===== config.mk =====
export PLATFORM = sky130hd
export DESIGN_NAME = carrier_lock_ctrl
export DESIGN_NICKNAME = d
export VERILOG_FILES = /design/src/rtl/carrier_lock_ctrl_pkg.sv /design/src/rtl/carrier_lock_ctrl_window_meter.sv /design/src/rtl/carrier_lock_ctrl.sv
export SDC_FILE = /design/constraint.sdc
export NUM_CORES = 1
export LEC_CHECK = 0
export BUFFER_PORTS_ARGS = -buffer_cell sky130_fd_sc_hd__clkbuf_2
export CAP_MARGIN = 20
export CELL_PAD_IN_SITES_DETAIL_PLACEMENT = 1
export CELL_PAD_IN_SITES_GLOBAL_PLACEMENT = 2
export CORE_UTILIZATION = 37
export CTS_BUF_LIST = sky130_fd_sc_hd__clkbuf_16
export DETAILED_ROUTE_END_ITERATION = 12
export PLACE_DENSITY_LB_ADDON = 0.1
export SETUP_SLACK_MARGIN = 0.5
export SLEW_MARGIN = 20
export SYNTH_ARGS = -nofsm -noshare
export SYNTH_HDL_FRONTEND = slang
export SYNTH_SLANG_ARGS = --single-unit

===== constraint.sdc =====
create_clock -name clk -period 8.55 [get_ports clk]
set_input_delay 1.2825 -clock clk [delete_from_list [all_inputs] [get_ports clk]]
set_output_delay 1.2825 -clock clk [all_outputs]
set_load 0.02 [all_outputs]

===== src/rtl/carrier_lock_ctrl_pkg.sv =====
// Shared definitions for the carrier lock controller: data width, state
// encodings, default lock thresholds and the saturating magnitude helper.
package carrier_lock_ctrl_pkg;

  localparam int DATA_W = 26;

  localparam logic [33:0] LOCK_TH_DEF   = 34'd2097152;
  localparam logic [33:0] UNLOCK_TH_DEF = 34'd8388608;

  typedef enum logic [1:0] {
    ST_ACQ   = 2'd0,
    ST_CHECK = 2'd1,
    ST_TRACK = 2'd2
  } lock_state_e;

  // The most negative input has no positive twin; clamp it to the largest magnitude.
  function automatic logic [DATA_W-1:0] abs_sat(input logic signed [DATA_W-1:0] x);
    if (x == {1'b1, {(DATA_W-1){1'b0}}})
      return {1'b0, {(DATA_W-1){1'b1}}};
    else if (x[DATA_W-1])
      return $unsigned(-x);
    else
      return $unsigned(x);
  endfunction

endpackage


===== src/rtl/carrier_lock_ctrl_window_meter.sv =====
// Windowed |pd| energy meter: accumulates magnitudes over 2^WIN_LOG2 samples
// and flags the finished window as good (below LOCK_TH) or bad (above UNLOCK_TH).
module lock_window_meter
  import carrier_lock_ctrl_pkg::*;
#(
  parameter int                          WIN_LOG2  = 8,
  parameter logic [DATA_W+WIN_LOG2-1:0]  LOCK_TH   = LOCK_TH_DEF,
  parameter logic [DATA_W+WIN_LOG2-1:0]  UNLOCK_TH = UNLOCK_TH_DEF
) (
  input  logic                     clk,
  input  logic                     rst,
  input  logic                     clr_i,
  input  logic                     en_i,
  input  logic signed [DATA_W-1:0] sample_i,
  output logic                     win_end_o,
  output logic                     good_o,
  output logic                     bad_o
);

  localparam int ACC_W = DATA_W + WIN_LOG2;

  logic [WIN_LOG2-1:0] win_cnt_q, win_cnt_d;
  logic [ACC_W-1:0]    acc_q, acc_d;
  logic [ACC_W-1:0]    sum;
  logic [DATA_W-1:0]   mag;

  // The window-end sample is folded into the sum that gets judged.
  assign mag       = abs_sat(sample_i);
  assign sum       = acc_q + ACC_W'(mag);
  assign win_end_o = en_i && (win_cnt_q == '1);
  assign good_o    = (sum < LOCK_TH);
  assign bad_o     = (sum > UNLOCK_TH);

  always_comb begin
    win_cnt_d = win_cnt_q;
    acc_d     = acc_q;
    if (clr_i) begin
      win_cnt_d = '0;
      acc_d     = '0;
    end else if (en_i) begin
      win_cnt_d = win_cnt_q + 1'b1;
      acc_d     = win_end_o ? '0 : sum;
    end
  end

  always_ff @(posedge clk or posedge rst) begin
    if (rst) begin
      win_cnt_q <= '0;
      acc_q     <= '0;
    end else begin
      win_cnt_q <= win_cnt_d;
      acc_q     <= acc_d;
    end
  end

endmodule


===== src/rtl/carrier_lock_ctrl.sv =====
// Carrier lock controller: sequences ACQ -> CHECK -> TRACK, picks the phase
// detector feeding the loop filter and reports lock / loss of lock.
module carrier_lock_ctrl
  import carrier_lock_ctrl_pkg::*;
#(
  parameter int                          ACQ_MIN   = 16000,
  parameter int                          WIN_LOG2  = 8,
  parameter logic [DATA_W+WIN_LOG2-1:0]  LOCK_TH   = LOCK_TH_DEF,
  parameter logic [DATA_W+WIN_LOG2-1:0]  UNLOCK_TH = UNLOCK_TH_DEF,
  parameter int                          LOCK_CNT  = 4,
  parameter int                          LOSS_CNT  = 4
) (
  input  logic                     clk,
  input  logic                     rst,
  input  logic                     restart,
  input  logic signed [DATA_W-1:0] pd_polar,
  input  logic signed [DATA_W-1:0] pd_dd,
  output logic signed [DATA_W-1:0] pd,
  output logic                     mode,
  output logic                     locked,
  output logic                     lock_lost,
  output logic [1:0]               state
);

  localparam int ACQ_W  = $clog2(ACQ_MIN + 1);
  localparam int GOOD_W = $clog2(LOCK_CNT + 1);
  localparam int BAD_W  = $clog2(LOSS_CNT + 1);

  lock_state_e               state_q, state_d;
  logic [ACQ_W-1:0]          acq_q, acq_d;
  logic [GOOD_W-1:0]         good_q, good_d;
  logic [BAD_W-1:0]          bad_q, bad_d;
  logic signed [DATA_W-1:0]  pd_q;
  logic                      mode_q, locked_q, lost_q, lost_d;

  logic                      meter_en, meter_clr, win_end, win_good, win_bad;
  logic signed [DATA_W-1:0]  meter_sample;

  assign meter_sample = (state_q == ST_TRACK) ? pd_dd : pd_polar;
  assign meter_en     = (state_q == ST_CHECK) || (state_q == ST_TRACK);
  assign meter_clr    = (state_d != state_q) || (state_q == ST_ACQ);

  lock_window_meter #(
    .WIN_LOG2  (WIN_LOG2),
    .LOCK_TH   (LOCK_TH),
    .UNLOCK_TH (UNLOCK_TH)
  ) u_meter (
    .clk       (clk),
    .rst       (rst),
    .clr_i     (meter_clr),
    .en_i      (meter_en),
    .sample_i  (meter_sample),
    .win_end_o (win_end),
    .good_o    (win_good),
    .bad_o     (win_bad)
  );

  always_comb begin
    state_d = state_q;
    acq_d   = '0;
    good_d  = good_q;
    bad_d   = bad_q;
    lost_d  = 1'b0;
    case (state_q)
      ST_ACQ: begin
        if (acq_q == ACQ_W'(ACQ_MIN - 1)) state_d = ST_CHECK;
        else                              acq_d   = acq_q + 1'b1;
      end
      ST_CHECK: begin
        if (win_end) begin
          if (!win_good)                              good_d  = '0;
          else if (good_q == GOOD_W'(LOCK_CNT - 1))   state_d = ST_TRACK;
          else                                        good_d  = good_q + 1'b1;
        end
      end
      ST_TRACK: begin
        if (win_end) begin
          if (!win_bad)                               bad_d = '0;
          else if (bad_q == BAD_W'(LOSS_CNT - 1)) begin
            state_d = ST_ACQ;
            lost_d  = 1'b1;
          end else                                    bad_d = bad_q + 1'b1;
        end
      end
      default: state_d = ST_ACQ;
    endcase
    // A restart overrides any window decision made in the same cycle.
    if (restart) begin
      state_d = ST_ACQ;
      acq_d   = '0;
      lost_d  = 1'b0;
    end
    if (state_d != state_q) begin
      acq_d  = '0;
      good_d = '0;
      bad_d  = '0;
    end
  end

  always_ff @(posedge clk or posedge rst) begin
    if (rst) begin
      state_q  <= ST_ACQ;
      acq_q    <= '0;
      good_q   <= '0;
      bad_q    <= '0;
      pd_q     <= '0;
      mode_q   <= 1'b0;
      locked_q <= 1'b0;
      lost_q   <= 1'b0;
    end else begin
      state_q  <= state_d;
      acq_q    <= acq_d;
      good_q   <= good_d;
      bad_q    <= bad_d;
      pd_q     <= (state_q == ST_TRACK) ? pd_dd : pd_polar;
      mode_q   <= (state_d == ST_TRACK);
      locked_q <= (state_d == ST_TRACK);
      lost_q   <= lost_d;
    end
  end

  assign pd        = pd_q;
  assign mode      = mode_q;
  assign locked    = locked_q;
  assign lock_lost = lost_q;
  assign state     = state_q;

endmodule


==> reports/metrics.json <==
{
  "status": {
    "run_status": "finished clean"
  },
  "detailed_routing": {
    "dr_total_vias": 6941,
    "detail_route.wl_per_cell_um": 20.9,
    "drc": 0,
    "post_drt_via_cell_ratio": 5.86,
    "detail_route.iter0.violations": 363,
    "drt_pre_antenna_iters": 5,
    "detail_route.wirelength_um": 24800,
    "antenna_left": 0
  },
  "timing": {
    "top_achievable_clock_speed_mhz": 129,
    "period_minus_slack_ns": 7.73,
    "timing.setup.tns_ns": 0,
    "timing_hold_violations_final": 0,
    "rsz0062_at_grt": "false",
    "finClkSkew_ns": 0.00626,
    "finalSetupViolations": 0,
    "tightestPinTransition_ns": 0.855,
    "timing.slew.headroom": 0.421,
    "post-route-worst-setup-slack_ns": 0.817,
    "min_period_over_period": 0.904,
    "finalMaxSlewViolations": 0
  },
  "clock_tree": {
    "cts-hold-fix-buffers": 0,
    "cts_root_buf": "clkbuf_16",
    "number_of_sinks_driven_by_the_clock_tree": 92,
    "numCtsBuffers": 9,
    "cts.path.max_buffers": 2,
    "clk_transition_reported_paths_ns": 0.07,
    "cts-htree-levels": 3,
    "clock_insertion_delay_worst_skew_ns": 0.35,
    "cts_tree": "yes"
  },
  "final_layout": {
    "area_growth_syn_to_layout_pct": 16.0,
    "antenna_cells_inserted": 0,
    "final.fill_count": 2317,
    "final_cells": 1184,
    "layout_commonest_cell": "nand2_1",
    "final_nets": 1009,
    "layout_common_cells": "nand2_1, dfrtp_1, clkbuf_2, nor2_1, a21oi_1",
    "proportion_of_layout_cells_with_a_drive_suffix_above_1": 0.240
  },
  "synth": {
    "synthCells": 834,
    "postSynth.topFlopCell": "dfrtp_1",
    "yosysWarningCount": 0,
    "syn-mean-instance-area_um2": 8.82,
    "netlist_area_before_placement_um2": 7350,
    "netlist-cell-type-count": 73,
    "synth_edf_count": 0,
    "synth_sequential_area_ratio": 0.313,
    "ys_seq_elements": 92,
    "ys_async_sr_fraction": 1.00,
    "syn_nets": 929
  },
  "power_and_ir_drop": {
    "pwr-share-comb": 0.173,
    "share_seq_of_total_power": 0.436,
    "clockPowerShare": 0.391,
    "highest_ir_drop_seen_on_vdd_mv": 0.0869,
    "power_report.internal_total_w": 0.000705,
    "powerDensity_nw_per_um2": 120,
    "net-switching-power_w": 0.000319,
    "p_sw_frac": 0.311,
    "cellLeakagePower_nw": 3.52,
    "design_power_total_w": 0.00102
  },
  "critical_path": {
    "critical_path.most_common_cell": "buf_4",
    "cp_max_stage_delay_ns": 0.60,
    "critPathLaunchType": "flop",
    "timing.critical_path.required_ns": 8.80,
    "crit_arrival_ns": 7.99,
    "timing.critical_path.slowest_stage_cell": "or4_4",
    "critical_path_peak_fanout": 42,
    "path_class": "reg -> reg",
    "critical_path.endpoint_type": "flop"
  },
  "job": {
    "max_cap_violations": 0
  },
  "grt": {
    "gr-total-overflow": 0,
    "maximum_number_of_pins_on_one_net_before_global_route_repair": 48,
    "grt_util_all_layers": 0.256,
    "initial_antenna_violation_count": 0,
    "first_global_vias": 7410,
    "first_pass_grt_wire_length_um": 40300
  },
  "die": {
    "core-area_um2": 19500,
    "die_outline_area_um2": 20400,
    "die_h_um": 143,
    "fp.dieW_um": 143,
    "initial_core_utilization": 0.378,
    "rows": 51,
    "io-pin-count": 86
  },
  "placement": {
    "hpwlAfterDp_um": 19000,
    "routability_driven_placement_congestion_ratio": 0.923,
    "place_ws_ns": -0.0132,
    "placed_cells": 1160,
    "port_buffers": 85
  },
  "worst_hold_path": {
    "worstHoldPathType": "reg -> reg"
  }
}
-- layer usage --
metal | global-route usage | part of all wire | vias up
met3 | 0.0355 | 0.040 | 23
met4 | 0.0617 | 0.014 | 0
met1 | 0.355 | 0.48 | 3501
li1 | - | - | 3258
met5 | 0 | 0 | -
met2 | 0.418 | 0.47 | 159
-- state kept, by name, indices dropped and copies added (netlist names) --
register	flops
pd	26
u_meter.win_cnt_q	8
locked	1
state	2
u_meter.acc_q	34
acq_q	14
bad_q	3
lock_lost	1
good_q	3
-- layout make-up --
type | instances | area (um2) | share of cell area
multi-input combinational | 661 | 4760 | 0.558
inverter | 32 | 123 | 0.0144
tap | 265 | 332 | 0.0389
clock inverter | 7 | 56.3 | 0.00660
timing repair buffer | 118 | 731 | 0.0856
sequential | 92 | 2300 | 0.270
clock buffer | 9 | 225 | 0.0264
-- logic make-up (layout without fill, tap and decap cells) --
logic type,count (synthesis),in the layout,share of synthesized area
buf+inv,81,166,0.0507
flops,92,92,0.313
mux,32,32,0.0461
fa+ha+maj,40,40,0.0691
xor+xnor,57,57,0.0679
simple gates,327,327,0.261
compound gates,205,205,0.193
-- worst max-delay path: cells and delay by family (launching register included) --
family,cells,cell delay [ns]
simple gates,11,3.69
compound gates,5,1.21
buf+inv,6,1.02
fa+ha+maj,2,0.64
flops,1,0.47
mux,1,0.37
xor+xnor,1,0.17
-- path summary, 6_finish.rpt --
check | startpoint | endpoint | slack, ns | cells past startpoint
max in group asynchronous | rst | u_meter.acc_q[14]$_DFFE_PP0P_ | 6.48 | 3
hold reg to reg | acq_q[6]$_DFF_PP0_ | acq_q[6]$_DFF_PP0_ | 0.59 | 2
setup / recovery | state[0]$_DFF_PP0_ | u_meter.acc_q[5]$_DFFE_PP0P_ | 0.82 | 26
hold / removal | acq_q[6]$_DFF_PP0_ | acq_q[6]$_DFF_PP0_ | 0.59 | 2
min in group asynchronous | rst | u_meter.win_cnt_q[5]$_DFFE_PP0P_ | 0.98 | 2
setup reg to reg | state[0]$_DFF_PP0_ | u_meter.acc_q[5]$_DFFE_PP0P_ | 0.82 | 26
-- power groups by stage --
stage	Clock, W	Combinational [W]	Sequential (W)
after global routing	0.000427	0.000194	0.000447
after detailed placement	0	0.000173	0.000455
after CTS	0.000414	0.000174	0.000446
final	0.000400	0.000177	0.000446
after floorplan	0	0.000103	0.000463
after global placement	0	0.000169	0.000454
-- Yosys cell counts, types with 11 or more instances --
cell / n / area share
nand3_1: 23 / 0.016
nor2_1: 49 / 0.025
xor2_1: 29 / 0.035
nor4_2: 39 / 0.066
mux2_2: 15 / 0.023
xnor2_1: 28 / 0.033
ha_1: 39 / 0.066
mux2i_1: 17 / 0.023
a22oi_1: 21 / 0.021
o211ai_1: 14 / 0.014
nand2_1: 96 / 0.049
dfrtp_1: 92 / 0.31
and3_1: 11 / 0.0094
nor3_1: 26 / 0.018
nand4_1: 20 / 0.017
clkbuf_1: 27 / 0.014
inv_1: 31 / 0.016
o21ai_0: 34 / 0.023
nor4_1: 18 / 0.015
a21oi_1: 47 / 0.032
-- stage by stage --
stage,util,instance area [um2],hold WS (ns)
CTS,0.432,8410,0.591
global route,0.438,8530,0.628
floorplan,-,7350,0.537
detailed placement,0.416,8100,0.569
global placement,0.415,8070,0.560
finish,0.438,8530,0.592
-- what timing repair did --
item / CTS / global route
gates resized for setup: 5 / 12
setup buffers: 0 / 8
pin swaps: 0 / 4
endpoints found under the setup margin: 62 / 62
Power figures use the tool's default switching activity.
